$ cat config.mk
export PLATFORM = sky130hd
export DESIGN_NAME = param_memory_ctrl
export DESIGN_NICKNAME = d
export VERILOG_FILES = /design/src/rtl/param_memory_ctrl.sv
export SDC_FILE = /design/constraint.sdc
export NUM_CORES = 1
export LEC_CHECK = 0
export BUFFER_PORTS_ARGS = -buffer_cell sky130_fd_sc_hd__buf_2
export CAP_MARGIN = 5
export CORE_MARGIN = 2
export CORE_UTILIZATION = 59
export DETAILED_ROUTE_END_ITERATION = 7
export PLACE_DENSITY_LB_ADDON = 0.2
export SKIP_LAST_GASP = 1
export SLEW_MARGIN = 10
export SYNTH_ARGS = -nofsm -noshare
export SYNTH_HDL_FRONTEND = slang
export SYNTH_SLANG_ARGS = --single-unit
$ cat constraint.sdc
create_clock -name i_clk -period 2.75 [get_ports i_clk]
set_input_delay 0.4125 -clock i_clk [delete_from_list [all_inputs] [get_ports i_clk]]
set_output_delay 0.4125 -clock i_clk [all_outputs]
set_load 0.005 [all_outputs]
$ cat src/rtl/param_memory_ctrl.sv
// Parametrised single-port word memory with a clear-sweep FSM, ready gating and
// dropped-request / address-error strobes. All outputs are registered.
module param_memory_ctrl #(
  parameter int                DATA_W   = 8,
  parameter int                DEPTH    = 8,
  localparam int               ADDR_W   = $clog2(DEPTH),
  parameter logic [DATA_W-1:0] INIT_VAL = {DATA_W{1'b0}}
) (
  input  logic              i_clk,
  input  logic              i_rst_n,
  input  logic              i_select,
  input  logic              i_op,
  input  logic [ADDR_W-1:0] i_adr,
  input  logic [DATA_W-1:0] i_data,
  input  logic              i_clear,
  output logic [DATA_W-1:0] o_data,
  output logic              o_valid,
  output logic              o_ready,
  output logic              o_drop,
  output logic              o_err
);

  typedef enum logic {CLEAR, IDLE} state_t;

  localparam logic [ADDR_W-1:0] LAST_ADR = ADDR_W'(DEPTH - 1);
  localparam logic [ADDR_W:0]   DEPTH_EXT = (ADDR_W + 1)'(DEPTH);

  state_t            state;
  state_t            state_next;
  logic [ADDR_W-1:0] cnt;
  logic [DATA_W-1:0] mem [DEPTH];

  logic              sweep_we;
  logic              accept;
  logic              in_range;
  logic              wr_en;
  logic              rd_en;
  logic              ready_next;
  logic [DATA_W-1:0] rd_word;

  always_ff @(posedge i_clk or negedge i_rst_n) begin
    if (!i_rst_n) begin
      state <= CLEAR;
    end else begin
      state <= state_next;
    end
  end

  // A clear request in IDLE always restarts the sweep; during CLEAR it is ignored.
  always_comb begin
    state_next = state;
    case (state)
      CLEAR: if (cnt == LAST_ADR) state_next = IDLE;
      IDLE:  if (i_clear)         state_next = CLEAR;
      default: state_next = CLEAR;
    endcase
  end

  // o_ready lags IDLE entry by one cycle, so requests are only taken once it is visible.
  always_comb begin
    sweep_we   = (state == CLEAR);
    in_range   = ({1'b0, i_adr} < DEPTH_EXT);
    accept     = i_select && o_ready && (state == IDLE) && !i_clear;
    wr_en      = accept && i_op && in_range;
    rd_en      = accept && !i_op;
    ready_next = (state == IDLE) && !i_clear;
    rd_word    = in_range ? mem[i_adr] : INIT_VAL;
  end

  always_ff @(posedge i_clk or negedge i_rst_n) begin
    if (!i_rst_n) begin
      cnt <= '0;
    end else if (state == CLEAR) begin
      cnt <= (cnt == LAST_ADR) ? '0 : cnt + ADDR_W'(1);
    end else if (i_clear) begin
      cnt <= '0;
    end
  end

  // Storage has no reset; the sweep after every reset initialises it.
  always_ff @(posedge i_clk) begin
    if (sweep_we) begin
      mem[cnt] <= INIT_VAL;
    end else if (wr_en) begin
      mem[i_adr] <= i_data;
    end
  end

  always_ff @(posedge i_clk or negedge i_rst_n) begin
    if (!i_rst_n) begin
      o_data  <= '0;
      o_valid <= 1'b0;
      o_ready <= 1'b0;
      o_drop  <= 1'b0;
      o_err   <= 1'b0;
    end else begin
      o_valid <= rd_en;
      o_ready <= ready_next;
      o_drop  <= i_select && !accept;
      o_err   <= rd_en && !in_range;
      if (rd_en) begin
        o_data <= rd_word;
      end
    end
  end

endmodule
---- Word level (Yosys, flattened, before mapping) ----
Memories as Yosys holds them, arrays and structs flattened. A register that Yosys moved wholly into a read port is not among the register bits.
Index checks and enable logic that the tools add are counted.
operators by class
  add/sub/neg operators ................... 1
  equality and inequality tests ........... 2
  muxes and demuxes ....................... 13
  bitwise gates (word level) .............. 1
  reduce and logical (&&, ||, !) cells .... 12
operators with widths
  operator                                                       number
  3-bit 2-to-1 mux                                               4
  8-bit 2-to-1 mux                                               1
  8-bit OR reduction                                             1
  1-bit logical AND                                              7
  1-bit 2-to-1 mux                                               7
  1-bit logical NOT                                              4
  3-bit by 1-bit adder with 3-bit output, second input constant  1
  3-bit == test, second input constant                           1
  2-bit inequality test, second input constant                   1
  1-bit case mux with 2 select lines                             1
  1-bit NOT                                                      1
word-level totals
  register bits after elaboration ......... 7
  bits in writable memories ............... 64
  output and inout bits ................... 12
  logic and storage cells ................. 35
  memories kept ........................... 1
memory list
  name  words  bits a word  rd ports  clocked after Yosys merged registers in  write ports  line  RTL
  mem   8      8            1         1                                        1            31    logic [DATA_W-1:0] mem [DEPTH];

---- Logic depth before layout (Yosys ltp) ----
Gate-level depths: netlist (run 1).
  depth in word-level cells ............... 9
  gate-level depth with buffers ........... 5
  depth with buffers taken out ............ 4

---- Least setup slack after synthesis (run 1) ----
OpenSTA, ideal clock, no wires.
  path kind ............................... reg-to-reg
  start point ............................. register state
  end point ............................... memory mem[0][0], enable pin
  library setup time ...................... 388 ps
  data arrival time ....................... 1553 ps
  required time ........................... 2362 ps
  slack ................................... 809 ps
  cell stages (with the launch flop) ...... 4
  path buffers ............................ 1
  cells stage by stage .................... dfrtp_1 -> buf_2 -> or2_2 -> o32ai_1
on the way
  cells in the longest elaborated chain, start to end .. 8
  elaborated cells between the ends (all ways) .. 10
  those cells by class .................... mux: 6; reduce/logical: 4
RTL lines
  item                                                            line  RTL
  start, declared                                                 28    state_t state;
  start signal, assigned                                          45    state <= state_next;
  1-bit logical AND (2 in series)                                 63    accept = i_select && o_ready && (state == IDLE) && !i_clear;
  1-bit logical AND                                               64    wr_en = accept && i_op && in_range;
  1-bit 2-to-1 mux                                                84    end else if (wr_en) begin
  1-bit 2-to-1 mux                                                82    if (sweep_we) begin
  1-bit 2-to-1 mux (implied by the code)                          85    mem[i_adr] <= i_data;
  8-bit OR reduction (no line)                                    --
  3-bit 2-to-1 mux (no line) or 1-bit 2-to-1 mux (tied branches)  --
  end, declared                                                   31
Several ways; a longest one is shown, not always the timed one.

---- Final worst setup path (run 1) ----
  start point ............................. register state
  end point ............................... memory mem[7][0], enable pin
Same word-level chain as after synthesis.

==> results of run 1 <==
-- layer usage --
metal	GRT usage, %	routed length (um)
met2	37.2	3300
met4	9.66	99
met1	32.6	2850
met5	0	0
met3	7.27	428
-- metrics by stage --
step / util (%) / instances / hold slack [ns] / total power (uW)
3_5_place_dp: 64.0 / 303 / 0.347 / 2420
5_1_grt: 67.1 / 320 / 0.291 / 3270
3_3_place_gp: 64.0 / 303 / 0.328 / 2380
2_1_floorplan: - / 211 / 0.117 / 2140
6_report: 67.1 / 320 / 0.289 / 3110
4_1_cts: 67.1 / 320 / 0.275 / 3130
-- critical path, stage by stage, from the launching register on --
cell      delay [ns]
dfrtp_1         0.50
nand4b_1        0.48
o31a_1          0.44
o22ai_1         0.38
buf_4           0.24
-- power groups by stage --
stage | Sequential, uW | Clock [uW] | Combinational (uW)
2_1_floorplan | 1720 | 0 | 418
3_3_place_gp | 1760 | 0 | 627
3_5_place_dp | 1770 | 0 | 650
4_1_cts | 1740 | 734 | 650
5_1_grt | 1780 | 784 | 709
6_report | 1750 | 722 | 645
-- area by class of cell --
type | count | area share, %
clock buffers | 13 | 3.78
inverters | 6 | 0.614
well taps | 72 | 2.45
clock inverters | 3 | 0.546
multi-input cells | 112 | 24.5
repair buffers | 35 | 5.46
flip-flops and latches | 79 | 62.6
-- registers in the layout, summed over array words and instances (netlist names) --
name / flops
o_valid: 1
cnt: 3
state: 1
mem: 64
o_ready: 1
o_drop: 1
o_data: 8
-- what timing repair did --
| item | 4_1_cts | 5_1_grt |
|---|---|---|
| resized for setup | 0 | 0 |
| setup buffers | 0 | 0 |
| hold endpoints to repair | 15 | 0 |
| hold buffers | 1 | 0 |
-- worst min-delay path by stage --
stage,endpoint,depth (start not counted)
after floorplan,cnt[0],0
after global placement,o_data[3],1
after detailed placement,o_data[3],1
after CTS,state,2
after global routing,state,2
final,state,2
-- logic make-up (layout without fill, tap and decap cells) --
group,after synthesis,count (layout)
other,1,1
adders and majority gates,2,2
DFF,79,79
and+or+nand+nor,28,28
muxes,32,32
AOI/OAI and AO/OA,49,49
buffers and inverters,20,57
-- cell usage after synthesis (all sizes together), types with 2 or more instances --
cell type,n,share of area (%)
buf,11,2.5
ha,2,0.75
dfrtp,15,11
mux2,32,11
o32a,2,0.64
nor2,2,0.23
and3,8,1.5
nand2b,3,0.57
o32ai,2,0.53
inv,6,0.68
nand3b,2,0.45
nor2b,2,0.38
o31ai,8,2.0
o21ai,11,1.7
clkbuf,3,0.38
edfxtp,64,58
or2,2,0.38
o22ai,21,4.2
nand2,4,0.45
==> impl_metrics.csv, run 1 <==
group,metric,value,unit
synth,yosysSeqAreaShare,69.3,%
sta,fin_crit,2.32,ns
routing,post_drt_wl_per_cell,20.9,um
place,io_buffers,26,
synth,synth_ff_type,"edfxtp_1",
place,placed_area,3500,sq um
synth,synth_edf_count,64,
grt,gr-total-overflow,0,
setup_path,critPathCapture,"mem[7][0]",
setup_path,worstSetupStartpoint,"state",
sta,fin_crit_sh,84.3,%
routing,drtIter0Drc,200,
job,cap_violations,0,
sta,grt_setup_unrepaired,"no",
sta,hold_viol_final,0,
setup_path,arrival,2.39,ns
clock_network,clkSlewWorstSetupHoldPaths,0.07,ns
power,internal-power,2220,uW
synth,syn_area_per_cell,15.7,sq um
setup_path,worstPathRequired,2.82,ns
routing,vias_per_cell,6.10,
synth,syn_inst,211,
power,p_clk_share,23.2,%
setup_path,reg2reg_to,"mem[7][0]",
sta,slew_violations,0,
sta,fin_ws,0.433,ns
final_layout,multiInputGateArea,901,sq um
grt,grt_pass1_vias,2028,
clock_network,numCtsBuffers,9,
hold_path,min_path_type,"input pin to register",
synth,synth_top_family_by_area,"multiplexers",
power,switching_share,28.5,%
synth,syn_area,3320,sq um
final_layout,drive_gt1_share,29.4,%
final_layout,n_antenna_cell,0,
floorplan,start_util,60.6,%
floorplan,dieArea,6240,sq um
setup_path,r2r_start,"state",
final_layout,stdcell_area,3670,sq um
routing,drt-pass1-iter-count,4,
place,hpwlAfterDp,4.61,mm
synth,synth_fp_nets,229,
setup_path,ff2ff_path_depth,4,
setup_path,cp_max_fo,12,
power,power_frac_seq,56.1,%
sta,relSlewSlack,35.6,%
sta,setup_viol,0,
routing,ant_nets,0,
setup_path,r2r_slack,0.43,ns
final_layout,layout.nets,261,
synth,postSynthRegisterBits,79,
setup_path,cp-start-kind,"register",
synth,netlist-cell-type-count,37,
hold_path,hp-start,"i_clear",
final_layout,area_delta_synth_final,10.7,%
power,switchingPower,888,uW
synth,synth_xor_area_share,0,%
final_layout,area.sequential,2300,sq um
grt,track_usage,24.2,%
power,leakagePower,0.00138,uW
grt,grt_pass1_wl,10.8,mm
synth,synthAdderAreaFrac,0.755,%
setup_path,path_class,"register to register",
clock_network,cts_root_buf,"clkbuf_8",
synth,synth.area.mux_share,10.9,%
final_layout,layout_commonest_cell,"edfxtp_1",
synth,yosys.area_share.simple,5.32,%
grt,grt_max_degree,25,
sta,fin_skew,0.0104,ns
place,place_ws,0.439,ns
routing,vias,1952,
floorplan,boundaryPins,28,
synth,synth_compound_area_share,10.1,%
routing,postRouteWirelength,6.67,mm
status,status,"completed",
setup_path,critPathCaptureType,"register",
clock_network,clock-sinks,79,
place,place_congestion,0.839,
floorplan,chipWidth,79.0,um
power,vdd.ir_drop.worst,0.476,mV
clock_network,cts_tree,"done",
final_layout,final_cell_mix,"64 x edfxtp_1, 26 x buf_2, 20 x o22ai_1, 20 x mux2_2, 15 x dfrtp_1",
clock_network,htreeDepth,3,
floorplan,rows,27,
clock_network,insertion_delay,0.36,ns
grt,grt_antenna_before_repair,0,
synth,synth-async-reset-ratio,19.0,%
sta,tightest_slew,0.965,ns
final_layout,final.fill_count,399,
floorplan,core,5470,sq um
floorplan,die_y,79.0,um
routing,drcViolationCount,0,
synth,yosysWarnings,0,
power,p_comb_share,20.7,%
power,pwr_density_cell,848,nW/um^2
clock_network,cts_buffer_depth,2,
sta,timing.fmax,432,MHz
sta,tns,0,ns
Note: power is estimated with default switching activity, not from simulation.
==> run 2, diff against run 1 <==
- clock period: 2.75 -> 2.25 ns (I/O delays scaled with it)
==> run 2 against run 1 <==
Net effect: fmax is 16% higher; total power increased by 35%; die area is the same; clock-buffer cell count decreased by 3; worst hold slack lost 0.072 ns; global-route usage decreased by 0.47 points; core utilization up 3.3 points.
==> impl_metrics.csv, run 2 (synthesis gave the netlist of run 1 again) <==
group,metric,value,unit
routing,postRouteWirelength,6.75,mm
setup_path,critPathBufInv,0,
sta,setup_viol,0,
setup_path,path_delay_family,"compound AO/OA/AOI/OAI gates",
sta,tightest_slew,0.632,ns
place,hpwlAfterDp,4.68,mm
setup_path,critPathCaptureType,"register",
setup_path,slowest_delay,0.51,ns
floorplan,dieArea,6240,sq um
final_layout,regMostFlops,"mem",
power,vdd.ir_drop.worst,0.642,mV
routing,vias_per_cell,6.01,
grt,track_usage,23.7,%
sta,fin_crit_sh,88.9,%
clock_network,post_cts_resized,0,
floorplan,die_y,79.0,um
setup_path,r2r_slack,0.25,ns
final_layout,n_antenna_cell,0,
sta,fin_skew,0.0124,ns
floorplan,chipWidth,79.0,um
hold_path,min_delay_path_depth,2,
final_layout,drive_gt1_share,33.8,%
routing,drcViolationCount,0,
setup_path,path_cells,"nand4b_1 -> o32a_1 -> o22ai_2",
status,status,"completed",
final_layout,area_delta_synth_final,16.1,%
sta,tns,0,ns
routing,post_drt_wl_per_cell,20.3,um
setup_path,cp-start-kind,"register",
hold_path,min_path_type,"input pin to register",
routing,vias,1994,
clock_network,cts_root_buf,"clkbuf_8",
routing,drt-pass1-iter-count,4,
floorplan,core,5470,sq um
setup_path,reg2reg_to,"mem[1][2]",
sta,hold_viol_final,0,
grt,grt_pass1_vias,2047,
final_layout,final_cell_mix,"64 x edfxtp_1, 26 x buf_2, 20 x o22ai_1, 20 x mux2_2, 19 x buf_4",
setup_path,arrival,1.99,ns
final_layout,layout_commonest_cell,"edfxtp_1",
clock_network,numCtsBuffers,9,
setup_path,ff2ff_path_depth,3,
clock_network,htreeDepth,3,
hold_path,hp-start,"i_clear",
setup_path,r2r_start,"state",
grt,grt_antenna_before_repair,0,
clock_network,clkSlewWorstSetupHoldPaths,0.08,ns
grt,grt_max_degree,21,
clock_network,insertion_delay,0.35,ns
sta,timing.fmax,500,MHz
sta,relSlewSlack,57.7,%
routing,ant_nets,0,
clock_network,clock-sinks,79,
setup_path,worstPathRequired,2.24,ns
floorplan,boundaryPins,28,
final_layout,largest_register_ffs,64,
sta,slew_violations,0,
sta,fin_crit,2.00,ns
place,io_buffers,26,
hold_path,holdPathEnd,"state",
grt,gr-total-overflow,0,
sta,grt_setup_unrepaired,"no",
clock_network,cts_buffer_depth,2,
power,pwr_density_cell,1090,nW/um^2
floorplan,start_util,60.6,%
job,cap_violations,0,
final_layout,largestRegisters,"mem: 64 flops, o_data: 8 flops, cnt: 3 flops",
routing,drtIter0Drc,168,
setup_path,cpMaxStageDelayCell,"dfrtp_1",
place,place_congestion,0.932,
clock_network,cts_tree,"done",
grt,grt_pass1_wl,10.6,mm
power,leakagePower,0.00148,uW
setup_path,path_class,"register to register",
sta,holdWs,0.217,ns
final_layout,layout.nets,273,
setup_path,cp_max_fo,12,
floorplan,rows,27,
run 2: cell types whose count changed in the layout (fill, tap and decap cells not counted):
cell / before / now
clkinv_4: 1 / 0
clkbuf_1: 4 / 1
clkinvlp_4: 1 / 0
buf_12: 0 / 1
clkinv_2: 0 / 1
bufinv_16: 0 / 3
inv_6: 0 / 1
buf_4: 8 / 19
run 2: stage by stage:
stage	total power, uW	instances	cell area, sq um	worst slack [ns]	util [%]
2_1_floorplan	2610	211	3320	0.309	-
3_3_place_gp	2930	315	3600	0.332	65.8
3_5_place_dp	2980	315	3600	0.303	65.8
4_1_cts	4210	332	3850	0.262	70.3
5_1_grt	4390	332	3850	0.117	70.3
6_report	4190	332	3850	0.250	70.3
run 2: cell type report:
| class | count | area, sq um |
|---|---|---|
| inverters | 6 | 22.5 |
| clock buffers | 10 | 128 |
| multi-input cells | 112 | 901 |
| clock inverters | 6 | 108 |
| fillers | 373 | 1620 |
| flip-flops and latches | 79 | 2300 |
| repair buffers | 47 | 303 |
| well taps | 72 | 90.1 |
run 2: how the worst max path moves through the flow:
| stage | depth (start not counted) | to | start | slack, ns |
|---|---|---|---|---|
| 6_report | 3 | mem[1][2] | state | 0.25 |
| 5_1_grt | 3 | mem[1][6] | state | 0.12 |
| 4_1_cts | 3 | mem[1][3] | state | 0.26 |
| 3_5_place_dp | 4 | mem[1][4] | i_clear | 0.30 |
| 3_3_place_gp | 4 | mem[1][4] | i_clear | 0.33 |
| 2_1_floorplan | 3 | mem[0][0] | state | 0.31 |
run 2: repair_timing:
action | CTS | global route
endpoints found under the hold margin | 15 | 0
hold buffers | 1 | 0
setup buffers | 0 | 0
run 2: power by group:
group	leakage, uW	total (uW)	internal, uW	switching [uW]
registers	0.000794	2120	1970	151
clock network	0.000118	1240	736	500
logic	0.000571	840	383	457
run 2: metal layers:
metal / global-route usage (%) / up-vias / share of wire (%)
met5: 0 / - / 0
met4: 12.4 / 0 / 2.2
met3: 6.59 / 12 / 6.7
met2: 38.2 / 83 / 51
met1: 29.3 / 990 / 40
li1: - / 909 / -
